File: src/rtl/cpu_pkg.sv
// Shared CPU constants: mnemonic codes, MIPS opcode/funct fields and the
// loader state encoding. Also used by the CPU decode logic.
package cpu_pkg;

    // Mnemonic codes carried on the loader's in_op field.
    localparam logic [4:0] MN_SLL  = 5'd0;
    localparam logic [4:0] MN_SRL  = 5'd1;
    localparam logic [4:0] MN_SLLV = 5'd2;
    localparam logic [4:0] MN_SRLV = 5'd3;
    localparam logic [4:0] MN_ADD  = 5'd4;
    localparam logic [4:0] MN_SUB  = 5'd5;
    localparam logic [4:0] MN_AND  = 5'd6;
    localparam logic [4:0] MN_OR   = 5'd7;
    localparam logic [4:0] MN_NOR  = 5'd8;
    localparam logic [4:0] MN_SLT  = 5'd9;
    localparam logic [4:0] MN_LW   = 5'd10;
    localparam logic [4:0] MN_SW   = 5'd11;
    localparam logic [4:0] MN_BEQ  = 5'd12;
    localparam logic [4:0] MN_BNE  = 5'd13;
    localparam logic [4:0] MN_ADDI = 5'd14;
    localparam logic [4:0] MN_NOP  = 5'd15;

    // R-type funct field values.
    localparam logic [5:0] FN_SLL  = 6'b000000;
    localparam logic [5:0] FN_SRL  = 6'b000010;
    localparam logic [5:0] FN_SLLV = 6'b000100;
    localparam logic [5:0] FN_SRLV = 6'b000110;
    localparam logic [5:0] FN_ADD  = 6'b100000;
    localparam logic [5:0] FN_SUB  = 6'b100010;
    localparam logic [5:0] FN_AND  = 6'b100100;
    localparam logic [5:0] FN_OR   = 6'b100101;
    localparam logic [5:0] FN_NOR  = 6'b100111;
    localparam logic [5:0] FN_SLT  = 6'b101010;

    // I-type primary opcodes.
    localparam logic [5:0] OPC_LW   = 6'b100011;
    localparam logic [5:0] OPC_SW   = 6'b101011;
    localparam logic [5:0] OPC_BEQ  = 6'b000100;
    localparam logic [5:0] OPC_BNE  = 6'b000101;
    localparam logic [5:0] OPC_ADDI = 6'b001000;

    // Loader sequencing states.
    typedef enum logic [1:0] {
        ST_LOAD  = 2'd0,
        ST_DRAIN = 2'd1,
        ST_RUN   = 2'd2
    } state_t;

    // R-type word: special opcode 0 in the top six bits.
    function automatic logic [31:0] enc_r(input logic [4:0] rs, input logic [4:0] rt,
                                          input logic [4:0] rd, input logic [4:0] shamt,
                                          input logic [5:0] funct);
        return {6'b000000, rs, rt, rd, shamt, funct};
    endfunction

    // I-type word: opcode plus 16-bit immediate.
    function automatic logic [31:0] enc_i(input logic [5:0] opcode, input logic [4:0] rs,
                                          input logic [4:0] rt, input logic [15:0] imm);
        return {opcode, rs, rt, imm};
    endfunction

endpackage

File: src/rtl/instr_encoder.sv
// Combinational record-to-instruction encoder. Codes above NOP produce a
// zero word and raise the illegal flag.
module instr_encoder
    import cpu_pkg::*;
(
    input  logic [4:0]  i_op,
    input  logic [4:0]  i_rs,
    input  logic [4:0]  i_rt,
    input  logic [4:0]  i_rd,
    input  logic [4:0]  i_shamt,
    input  logic [15:0] i_imm,
    output logic [31:0] o_word,
    output logic        o_illegal
);

    // Select the encoding for the mnemonic; shift-by-constant forms ignore rs.
    always_comb begin
        o_word    = 32'h0;
        o_illegal = 1'b0;
        case (i_op)
            MN_SLL:  o_word = enc_r(5'd0, i_rt, i_rd, i_shamt, FN_SLL);
            MN_SRL:  o_word = enc_r(5'd0, i_rt, i_rd, i_shamt, FN_SRL);
            MN_SLLV: o_word = enc_r(i_rs, i_rt, i_rd, i_shamt, FN_SLLV);
            MN_SRLV: o_word = enc_r(i_rs, i_rt, i_rd, i_shamt, FN_SRLV);
            MN_ADD:  o_word = enc_r(i_rs, i_rt, i_rd, i_shamt, FN_ADD);
            MN_SUB:  o_word = enc_r(i_rs, i_rt, i_rd, i_shamt, FN_SUB);
            MN_AND:  o_word = enc_r(i_rs, i_rt, i_rd, i_shamt, FN_AND);
            MN_OR:   o_word = enc_r(i_rs, i_rt, i_rd, i_shamt, FN_OR);
            MN_NOR:  o_word = enc_r(i_rs, i_rt, i_rd, i_shamt, FN_NOR);
            MN_SLT:  o_word = enc_r(i_rs, i_rt, i_rd, i_shamt, FN_SLT);
            MN_LW:   o_word = enc_i(OPC_LW, i_rs, i_rt, i_imm);
            MN_SW:   o_word = enc_i(OPC_SW, i_rs, i_rt, i_imm);
            MN_BEQ:  o_word = enc_i(OPC_BEQ, i_rs, i_rt, i_imm);
            MN_BNE:  o_word = enc_i(OPC_BNE, i_rs, i_rt, i_imm);
            MN_ADDI: o_word = enc_i(OPC_ADDI, i_rs, i_rt, i_imm);
            MN_NOP:  o_word = 32'h0;
            default: o_illegal = 1'b1;
        endcase
    end

endmodule

File: src/rtl/imem_loader.sv
// Instruction-memory loader: accepts instruction records, encodes them and
// writes one word per record at consecutive addresses, then releases the CPU.
//
// Handshake: a record transfers on a rising clock edge where in_valid and
// in_ready are both 1; in_ready never depends on in_valid, and in_valid is
// ignored whenever in_ready is 0.
module imem_loader
    import cpu_pkg::*;
#(
    parameter int          DEPTH     = 64,
    parameter logic [31:0] BASE_ADDR = 32'h0
) (
    input  logic        clock,
    input  logic        reset,
    input  logic        in_valid,
    output logic        in_ready,
    input  logic [4:0]  in_op,
    input  logic [4:0]  in_rs,
    input  logic [4:0]  in_rt,
    input  logic [4:0]  in_rd,
    input  logic [4:0]  in_shamt,
    input  logic [15:0] in_imm,
    input  logic        in_last,
    output logic        imem_we,
    output logic [31:0] imem_addr,
    output logic [31:0] imem_wdata,
    output logic        cpu_run,
    output logic [7:0]  load_count,
    output logic        err_op,
    output logic [1:0]  o_dbg_state
);

    localparam logic [7:0] DEPTH_L    = 8'(DEPTH);
    localparam logic [7:0] DEPTH_LAST = 8'(DEPTH - 1);

    state_t      r_state;
    state_t      w_state_next;
    logic        r_ready;
    logic        r_we;
    logic [31:0] r_addr;
    logic [31:0] r_wdata;
    logic [7:0]  r_count;
    logic        r_err;

    logic        w_accept;
    logic        w_is_last;
    logic [31:0] w_enc;
    logic        w_illegal;

    assign w_accept  = in_valid && r_ready;
    // The DEPTH-th record closes the program even without in_last.
    assign w_is_last = in_last || (r_count == DEPTH_LAST);

    instr_encoder u_enc (
        .i_op      (in_op),
        .i_rs      (in_rs),
        .i_rt      (in_rt),
        .i_rd      (in_rd),
        .i_shamt   (in_shamt),
        .i_imm     (in_imm),
        .o_word    (w_enc),
        .o_illegal (w_illegal)
    );

    // State register.
    always_ff @(posedge clock or posedge reset) begin
        if (reset) begin
            r_state <= ST_LOAD;
        end else begin
            r_state <= w_state_next;
        end
    end

    // Next-state logic: LOAD until the last record, one DRAIN cycle for its write, then RUN.
    always_comb begin
        w_state_next = r_state;
        case (r_state)
            ST_LOAD:  if (w_accept && w_is_last) w_state_next = ST_DRAIN;
            ST_DRAIN: w_state_next = ST_RUN;
            ST_RUN:   w_state_next = ST_RUN;
            default:  w_state_next = ST_LOAD;
        endcase
    end

    // Ready is registered so it stays low during reset and rises on the first edge after.
    always_ff @(posedge clock or posedge reset) begin
        if (reset) begin
            r_ready <= 1'b0;
        end else begin
            r_ready <= (w_state_next == ST_LOAD);
        end
    end

    // Write path: register the encoded word one cycle after acceptance and count it.
    always_ff @(posedge clock or posedge reset) begin
        if (reset) begin
            r_we    <= 1'b0;
            r_addr  <= BASE_ADDR;
            r_wdata <= 32'h0;
            r_count <= 8'd0;
            r_err   <= 1'b0;
        end else begin
            r_we <= w_accept;
            if (w_accept) begin
                r_addr  <= BASE_ADDR + {22'd0, r_count, 2'b00};
                r_wdata <= w_enc;
                if (r_count != DEPTH_L) begin
                    r_count <= r_count + 8'd1;
                end
                if (w_illegal) begin
                    r_err <= 1'b1;
                end
            end
        end
    end

    assign in_ready    = r_ready;
    assign imem_we     = r_we;
    assign imem_addr   = r_addr;
    assign imem_wdata  = r_wdata;
    assign cpu_run     = (r_state == ST_RUN);
    assign load_count  = r_count;
    assign err_op      = r_err;
    assign o_dbg_state = r_state;

endmodule

File: config.mk
export PLATFORM = sky130hd
export DESIGN_NAME = imem_loader
export DESIGN_NICKNAME = d
export VERILOG_FILES = /design/src/rtl/cpu_pkg.sv /design/src/rtl/instr_encoder.sv /design/src/rtl/imem_loader.sv
export SDC_FILE = /design/constraint.sdc
export NUM_CORES = 1
export LEC_CHECK = 0
export CELL_PAD_IN_SITES_DETAIL_PLACEMENT = 0
export CELL_PAD_IN_SITES_GLOBAL_PLACEMENT = 1
export CORE_MARGIN = 3
export CORE_UTILIZATION = 32
export DETAILED_ROUTE_END_ITERATION = 7
export MAX_ROUTING_LAYER = met4
export PLACE_DENSITY = 0.84
export SLEW_MARGIN = 0
export SYNTH_ARGS = -nofsm -noshare
export SYNTH_HDL_FRONTEND = slang
export SYNTH_SLANG_ARGS = --single-unit
export TNS_END_PERCENT = 20
File: constraint.sdc
create_clock -name clock -period 3.1 [get_ports clock]
set_input_delay 0.62 -clock clock [delete_from_list [all_inputs] [get_ports clock]]
set_output_delay 0.62 -clock clock [all_outputs]
set_load 0.03 [all_outputs]
==> run metrics, run 1 <==
Yosys Warn Count 0; Routed WL 6790 um; remaining global-route overflow 0; CP startpoint kind flop; CTS tree yes; Antenna diodes 0; share of layout cells above drive strength 1 5.51%; vias in the first global route 2086; Yosys cell types 40; DRT iter0 DRCs 115; syn avg cell area 9.65 sq um; top cells by count, synth 51 x dfrtp_1, 49 x nand2_1, 28 x buf_4, 15 x o21ai_0, 14 x nand3_1; number of cell rows 32; status complete, no violations; post-cts sizing count 0; GRT Total Usage 15.1%; clk sinks 51; clock period minus worst slack 2.25 ns; crit path DAT 1.63 ns; worst min path class reg2reg; die area 9260 sq um; Crit. End Element primary output; fmax 0.445 GHz; fillers 773; RSZ-0062 raised after global routing false; WL/cell 14.6 um; Ports 123; Final Hold Fails 0; worst path required time 2.48 ns; Crit Path Class reg2out; height of the die 96.2 um; initial antenna violation count 0; first-pass GRT wire length 10500 um; vias per inst 4.73; VDD IR max 432 uV; Max Cap Viol 0; Placement Cell Area 3560 sq um; setup violators final 0; register area share after synthesis 49.0%; clock root cell clkbuf_8; Slew Viols, Final 0; Main synth FF type dfrtp_1; Post-synth EDFFs 0; drc violations 0; hold buffers post-CTS 0; total negative slack 0 ns; Synth Register Bits 51; setup repair bufs after CTS 0; power per cell area 854 nW/um^2; number of H-tree levels 2; Clock Latency Late Sink 0.30 ns; fin nets 411; TritonCTS buffer count 5; largest net degree at the start of global routing 52; Async SR Flop Fraction 100%; top cells by area, synth dfrtp_1 49%, buf_4 8.1%, nand2_1 7.1%; Leak 1.60 nW; biggest area consumer among synthesized cells dfrtp_1; final instance area 3660 sq um; DP HPWL 4880 um; Port Buffers 97; CTS max path bufs 2; CP max FO 3; die width 96.2 um; Layout Utilization 46.9%; Worst slew margin 48.3%; most frequent cell after synthesis dfrtp_1; antenna viol nets, final 0; initial core utilization 33.4%; total chip power 3.13 mW; gpl congestion 0.745; Worst-Margin Slew 0.775 ns; drt first pass iters 4; Synth top area share 49.0%; core box area 7810 sq um; Clock Skews 0.0119 ns; Mapped Cells 270; Clock transition at path regs 0.09 ns; via count 2198; Tcrit/Tclk final 72.5%; synthesized cell area 2610 sq um; Area Growth Syn to Fin 40.6%
## worst paths after layout
| kind | slack [ns] | cells past startpoint | to | start |
|---|---|---|---|---|
| worst min-delay path | 0.48 | 2 | imem_wdata[22] | imem_wdata[22] |
| worst max register to register | 1.36 | 4 | imem_wdata[4] | in_ready |
| min in group asynchronous | 0.79 | 3 | imem_we | reset |
| max in group asynchronous | 1.84 | 3 | imem_addr[5] | reset |
| worst min register to register | 0.48 | 2 | imem_wdata[22] | imem_wdata[22] |
| worst max-delay path | 0.85 | 3 | cpu_run | o_dbg_state[0] |
## layout by cell type, fill, tap and decap left out, types with 4 or more instances in the layout
cell type and count:
clkdlybuf4s50_1 97, dfrtp_1 51, nand2_1 49, conb_1 25, o21ai_0 15, nand3_1 14, nor4_1 11, inv_1 10
a221o_1 10, nor2_1 8, clkbuf_8 7, buf_4 6, xor2_1 4, nand2b_1 4, a21oi_1 4, xnor2_1 4
o31ai_1 4, ha_1 4
## flip-flops by register name, indices dropped and copies added, names as in the netlist
signal	flops
err_op	1
imem_addr	8
imem_wdata	30
imem_we	1
in_ready	1
load_count	8
o_dbg_state	2
## cells by family after synthesis
logic type,count (synthesis),share of synthesized area (%)
AND/OR/NAND/NOR,100,18.3
XOR/XNOR,8,2.69
flip-flops,51,49.0
buffers and inverters,53,12.1
AO/OA/AOI/OAI,50,14.5
other,1,0.144
adder cells (fa/ha/maj),4,1.92
multiplexers,3,1.25
## power by group
group | total, mW | switching [mW] | internal [mW]
Clock | 0.416 | 0.212 | 0.204
Sequential | 1.09 | 0.190 | 0.900
Combinational | 1.62 | 0.953 | 0.669
Total | 3.13 | 1.36 | 1.77
## through the flow
stage                     std cells  worst slack [ns]  hold slack, ns
after floorplan                 294              1.25           0.647
after global placement          457             0.713           0.462
after detailed placement        457             0.668           0.466
after CTS                       465             0.831           0.489
final                           465             0.851           0.478
after global routing            465             0.758           0.508
## final cells by class
type,instances,area (sq um),share of cell area (%)
clock buffer,8,100,2.73
inverter,11,41.3,1.13
multi-input combinational,190,1100,30.1
sequential,51,1280,34.8
tap,102,128,3.48
timing repair buffer,103,1020,27.7
## critical path, cell delays in order (launching register included)
cell	delay, ns
dfrtp_1	0.40
inv_1	0.10
ha_1	0.16
clkdlybuf4s50_1	0.66
## metal layers
| layer | track usage [%] | wire, um | vias to the layer above |
|---|---|---|---|
| met5 | - | 0 | - |
| met4 | 4.50 | 76 | 0 |
| met3 | 4.07 | 505 | 6 |
| met2 | 22.5 | 3160 | 88 |
| met1 | 20.0 | 3040 | 1030 |
| li1 | - | - | 1074 |
Note: power is estimated with default switching activity, not from simulation.
==> run 2, diff against run 1 <==
--- a/config.mk
+++ b/config.mk
@@ -8,10 +8,10 @@
 export CELL_PAD_IN_SITES_DETAIL_PLACEMENT = 0
 export CELL_PAD_IN_SITES_GLOBAL_PLACEMENT = 1
 export CORE_MARGIN = 3
-export CORE_UTILIZATION = 32
+export CORE_UTILIZATION = 27
 export DETAILED_ROUTE_END_ITERATION = 7
 export MAX_ROUTING_LAYER = met4
-export PLACE_DENSITY = 0.84
+export PLACE_DENSITY = 0.76
 export SLEW_MARGIN = 0
 export SYNTH_ARGS = -nofsm -noshare
 export SYNTH_HDL_FRONTEND = slang
==> constraint.sdc (replaced) <==
create_clock -name clock -period 2 [get_ports clock]
set_input_delay 0.4 -clock clock [delete_from_list [all_inputs] [get_ports clock]]
set_output_delay 0.4 -clock clock [all_outputs]
set_load 0.03 [all_outputs]
==> run 2 against run 1 <==
Against the previous run: register-to-register slack got worse by 0.96 ns; final cell count up 8.8%; clock power is 40% higher; wire length is 3.1% higher; sequential power is 54% higher; largest power group unchanged.
==> run metrics, run 2 (synthesis gave the netlist of run 1 again) <==
CP Cell Sequence clkdlybuf4s50_1; die area 10900 sq um; height of the die 104 um; CP delay by family, top buffers and inverters; total chip power 4.87 mW; clock period minus worst slack 1.90 ns; Slew Viols, Final 0; Clock Skews 0.00452 ns; clock share of power 11.9%; power per cell area 1270 nW/um^2; antenna viol nets, final 0; clock root cell clkbuf_8; core box area 9330 sq um; Clock transition at path regs 0.09 ns; max reg flops 30; CP startpoint kind flop; total negative slack 0 ns; status complete, no violations; VDD IR max 420 uV; via count 2233; Internal 2.74 mW; hold buffers post-CTS 0; drt first pass iters 4; setup ws final 0.101 ns; CTS max path bufs 2; crit path DAT 1.50 ns; WL/cell 13.8 um; initial core utilization 27.9%; vias per inst 4.41; Max Cap Viol 0; clk sinks 51; CP Buf/Inv Count 1; worst min path class in2async; reg2reg end load_count[1]; DP HPWL 5240 um; fin nets 425; number of cell rows 35; worst path required time 1.60 ns; combinational fraction of design power 53.5%; sw frac 43.7%; largest net degree at the start of global routing 52; dpl ws 0.0400 ns; register share of total power 34.5%; Port Buffers 97; Reg2Reg Launch Point load_count[0]; fmax 0.527 GHz; Crit Path Class reg2out; Tcrit/Tclk final 94.9%; R2R depth 5; Critical Path Slowest Stage Cell clkdlybuf4s50_1; GRT Total Usage 13.2%; RSZ-0062 raised after global routing false; CTS tree yes; remaining global-route overflow 0; Layout Utilization 41.0%; TritonCTS buffer count 5; setup violators final 0; CP max FO 6; flop2flop setup slack 0.40 ns; Antenna diodes 0; number of H-tree levels 2; Crit. End Element primary output; Routed WL 6990 um; die width 104 um; initial antenna violation count 0; Leak 1.68 nW; commonest non-fill, non-tap cells in the layout 95 x clkdlybuf4s50_1, 51 x dfrtp_1, 49 x nand2_1; DRT iter0 DRCs 63; Final Hold Fails 0; first-pass GRT wire length 11600 um; Worst Setup SP load_count[4]; drc violations 0; vias in the first global route 2275; Ports 123; Clock Latency Late Sink 0.29 ns; WHS 0.472 ns; Area Growth Syn to Fin 46.9%; share of layout cells above drive strength 1 9.02%; gpl congestion 0.741; NetSw 2.13 mW; crit-path max cell delay 0.72 ns; most common cell after layout, fill and taps aside clkdlybuf4s50_1
## run 2: area by class of cell
class | count | area (sq um)
Sequential cell | 51 | 1280
Timing Repair Buffer | 117 | 1160
Clock buffer | 6 | 72.6
Inverter | 11 | 41.3
Clock inverter | 2 | 12.5
Fill cell | 961 | 5500
Multi-Input combinational cell | 190 | 1100
Tap cell | 129 | 161
## run 2: worst max-delay path by stage
stage / end / slack (ns) / cells past startpoint
finish: load_count[4] / 0.10 / 1
CTS: in_ready / 0.03 / 1
global placement: imem_wdata[4] / 0.1 / 7
detailed placement: imem_wdata[4] / 0.04 / 7
global route: load_count[2] / 0.04 / 1
floorplan: load_count[1] / 0.29 / 5
## run 2: per-layer routing
layer / track usage, % / wire (um)
met3: 3.35 / 446
met4: 3.13 / 55
met1: 17.2 / 3150
met5: - / 0
met2: 20.8 / 3340
## run 2: what timing repair did
action                                  4_1_cts  5_1_grt
gates resized for setup                       1        1
setup buffers                                 0        0
endpoints found under the setup margin        1        1
## run 2: through the flow
step,std cells,instance area [sq um]
2_1_floorplan,294,2700
3_3_place_gp,498,3740
3_5_place_dp,498,3740
4_1_cts,506,3820
5_1_grt,506,3830
6_report,506,3830
## run 2: power by group through the flow
stage | sequential, mW | clock [mW] | combinational (mW)
floorplan | 2.39 | 0 | 0.793
global placement | 1.70 | 0 | 2.62
detailed placement | 1.71 | 0 | 2.65
CTS | 1.69 | 0.610 | 2.65
global route | 1.74 | 0.655 | 2.79
finish | 1.68 | 0.582 | 2.61
==> run 3, diff against run 2 <==
--- a/config.mk
+++ b/config.mk
@@ -12,6 +12,7 @@
 export DETAILED_ROUTE_END_ITERATION = 7
 export MAX_ROUTING_LAYER = met4
 export PLACE_DENSITY = 0.76
+export SETUP_SLACK_MARGIN = 0.4
 export SLEW_MARGIN = 0
 export SYNTH_ARGS = -nofsm -noshare
 export SYNTH_HDL_FRONTEND = slang
==> run 3 against run 2 <==
Against the previous run: first-iteration DRC count rose by 3.2%; highest routed layer unchanged; flip-flop and latch count did not move; maximum frequency rose by 7.8%; wire length rose by 0.99%; largest power group unchanged; worst setup slack improved by 0.14 ns; total power fell by 1.2%.
==> run metrics, run 3 (synthesis gave the netlist of run 1 again) <==
Critical Path Slowest Stage Cell clkdlybuf4s50_1; drt first pass iters 4; drc violations 0; clock period minus worst slack 1.76 ns; CP Buf/Inv Count 1; Tcrit/Tclk final 88.1%; RSZ-0062 raised after global routing true; CTS max path bufs 2; VDD IR max 547 uV; DRT iter0 DRCs 65; crit path DAT 1.36 ns; remaining global-route overflow 0; power per cell area 1250 nW/um^2; clock root cell clkbuf_8; CP startpoint kind flop; Antenna diodes 0; number of H-tree levels 2; status complete, no violations; fillers 939; via count 2235; CP delay by family, top buffers and inverters; largest net degree at the start of global routing 52; crit-path max cell delay 0.68 ns; Slew Viols, Final 0; Clock transition at path regs 0.09 ns; Clock Latency Late Sink 0.30 ns; first-pass GRT wire length 11600 um; max reg flops 30; Ports 123; Placement Cell Area 3730 sq um; TritonCTS buffer count 5; clk sinks 51; Leak 1.83 nW; Port Buffers 97; CP Cell Sequence clkdlybuf4s50_1; core box area 9330 sq um; setup repair bufs after CTS 0; Area Growth Syn to Fin 47.3%; initial antenna violation count 0; number of cell rows 35; gpl congestion 0.730; CP max FO 2; fmax 0.568 GHz; worst min path class reg2reg; area of the multi-input gates 1100 sq um; Routed WL 7060 um; die area 10900 sq um; FF/Latch Area 1280 sq um; die width 104 um; most common cell after layout, fill and taps aside clkdlybuf4s50_1; DP HPWL 5140 um; setup violators final 0; initial core utilization 27.9%; Clock Skews 0.0111 ns; vias in the first global route 2204; commonest non-fill, non-tap cells in the layout 76 x clkdlybuf4s50_1, 49 x nand2_1, 49 x dfrtp_1; Crit. End Element primary output; antenna viol nets, final 0; WL/cell 14.0 um; Crit Path Class reg2out; fin nets 425; Max Cap Viol 0; CTS tree yes; Layout Utilization 41.2%; worst path required time 1.60 ns; share of layout cells above drive strength 1 10.1%; final instance area 3840 sq um; GRT Total Usage 13.2%; height of the die 104 um; total negative slack 0 ns; vias per inst 4.42; Final Hold Fails 0
-- run 3: changes by cell type in the layout (fill, tap and decap cells not counted), sizes merged --
cell,before,now
dlymetal6s2s,1,11
clkdlybuf4s50,95,76
clkdlybuf4s15,0,4
dlygate4sd2,1,6
inv,11,10
clkbuf,6,7
-- run 3: final cells by class --
| class | count | area share [%] |
|---|---|---|
| Inverter | 11 | 1.17 |
| Timing Repair Buffer | 117 | 30.5 |
| Multi-Input combinational cell | 190 | 28.7 |
| Tap cell | 129 | 4.20 |
| Clock inverter | 1 | 0.130 |
| Sequential cell | 51 | 33.3 |
| Clock buffer | 7 | 1.99 |
-- run 3: per-layer routing --
layer  share of wire [%]  GRT usage, %  vias up
li1                    -             -     1098
met1                  47          18.1     1054
met2                  47          20.1       79
met3                 4.6          2.17        4
met4                0.86          3.70        0
met5                   0             -        -
-- run 3: worst paths after layout --
kind,startpoint,end,slack (ns),cells past startpoint
worst max-delay path,imem_wdata[15],imem_wdata[15],0.24,1
worst max register to register,load_count[1],load_count[1],0.43,5
min in group asynchronous,reset,imem_we,0.50,3
worst min register to register,err_op,err_op,0.48,1
worst min-delay path,err_op,err_op,0.48,1
max in group asynchronous,reset,load_count[0],1.22,3
-- run 3: repair_timing --
| item | in CTS | in global routing |
|---|---|---|
| setup endpoints to repair | 53 | 61 |
| hold buffers | 0 | 0 |
| resized for setup | 17 | 12 |
-- run 3: power by group --
part / leakage (nW) / switching [mW] / internal, mW
clock: 0.0422 / 0.326 / 0.247
combinational: 1.12 / 1.51 / 1.06
sequential: 0.660 / 0.273 / 1.40
total: 1.83 / 2.11 / 2.70
-- run 3: stage by stage --
step / power, mW / setup slack [ns] / hold slack, ns / std cells
final: 4.81 / 0.239 / 0.479 / 506
after global routing: 5.11 / 0.175 / 0.500 / 506
after CTS: 4.90 / 0.202 / 0.491 / 506
after detailed placement: 4.34 / 0.0867 / 0.455 / 498
after global placement: 4.30 / 0.124 / 0.455 / 498
after floorplan: 3.19 / 0.326 / 0.449 / 294
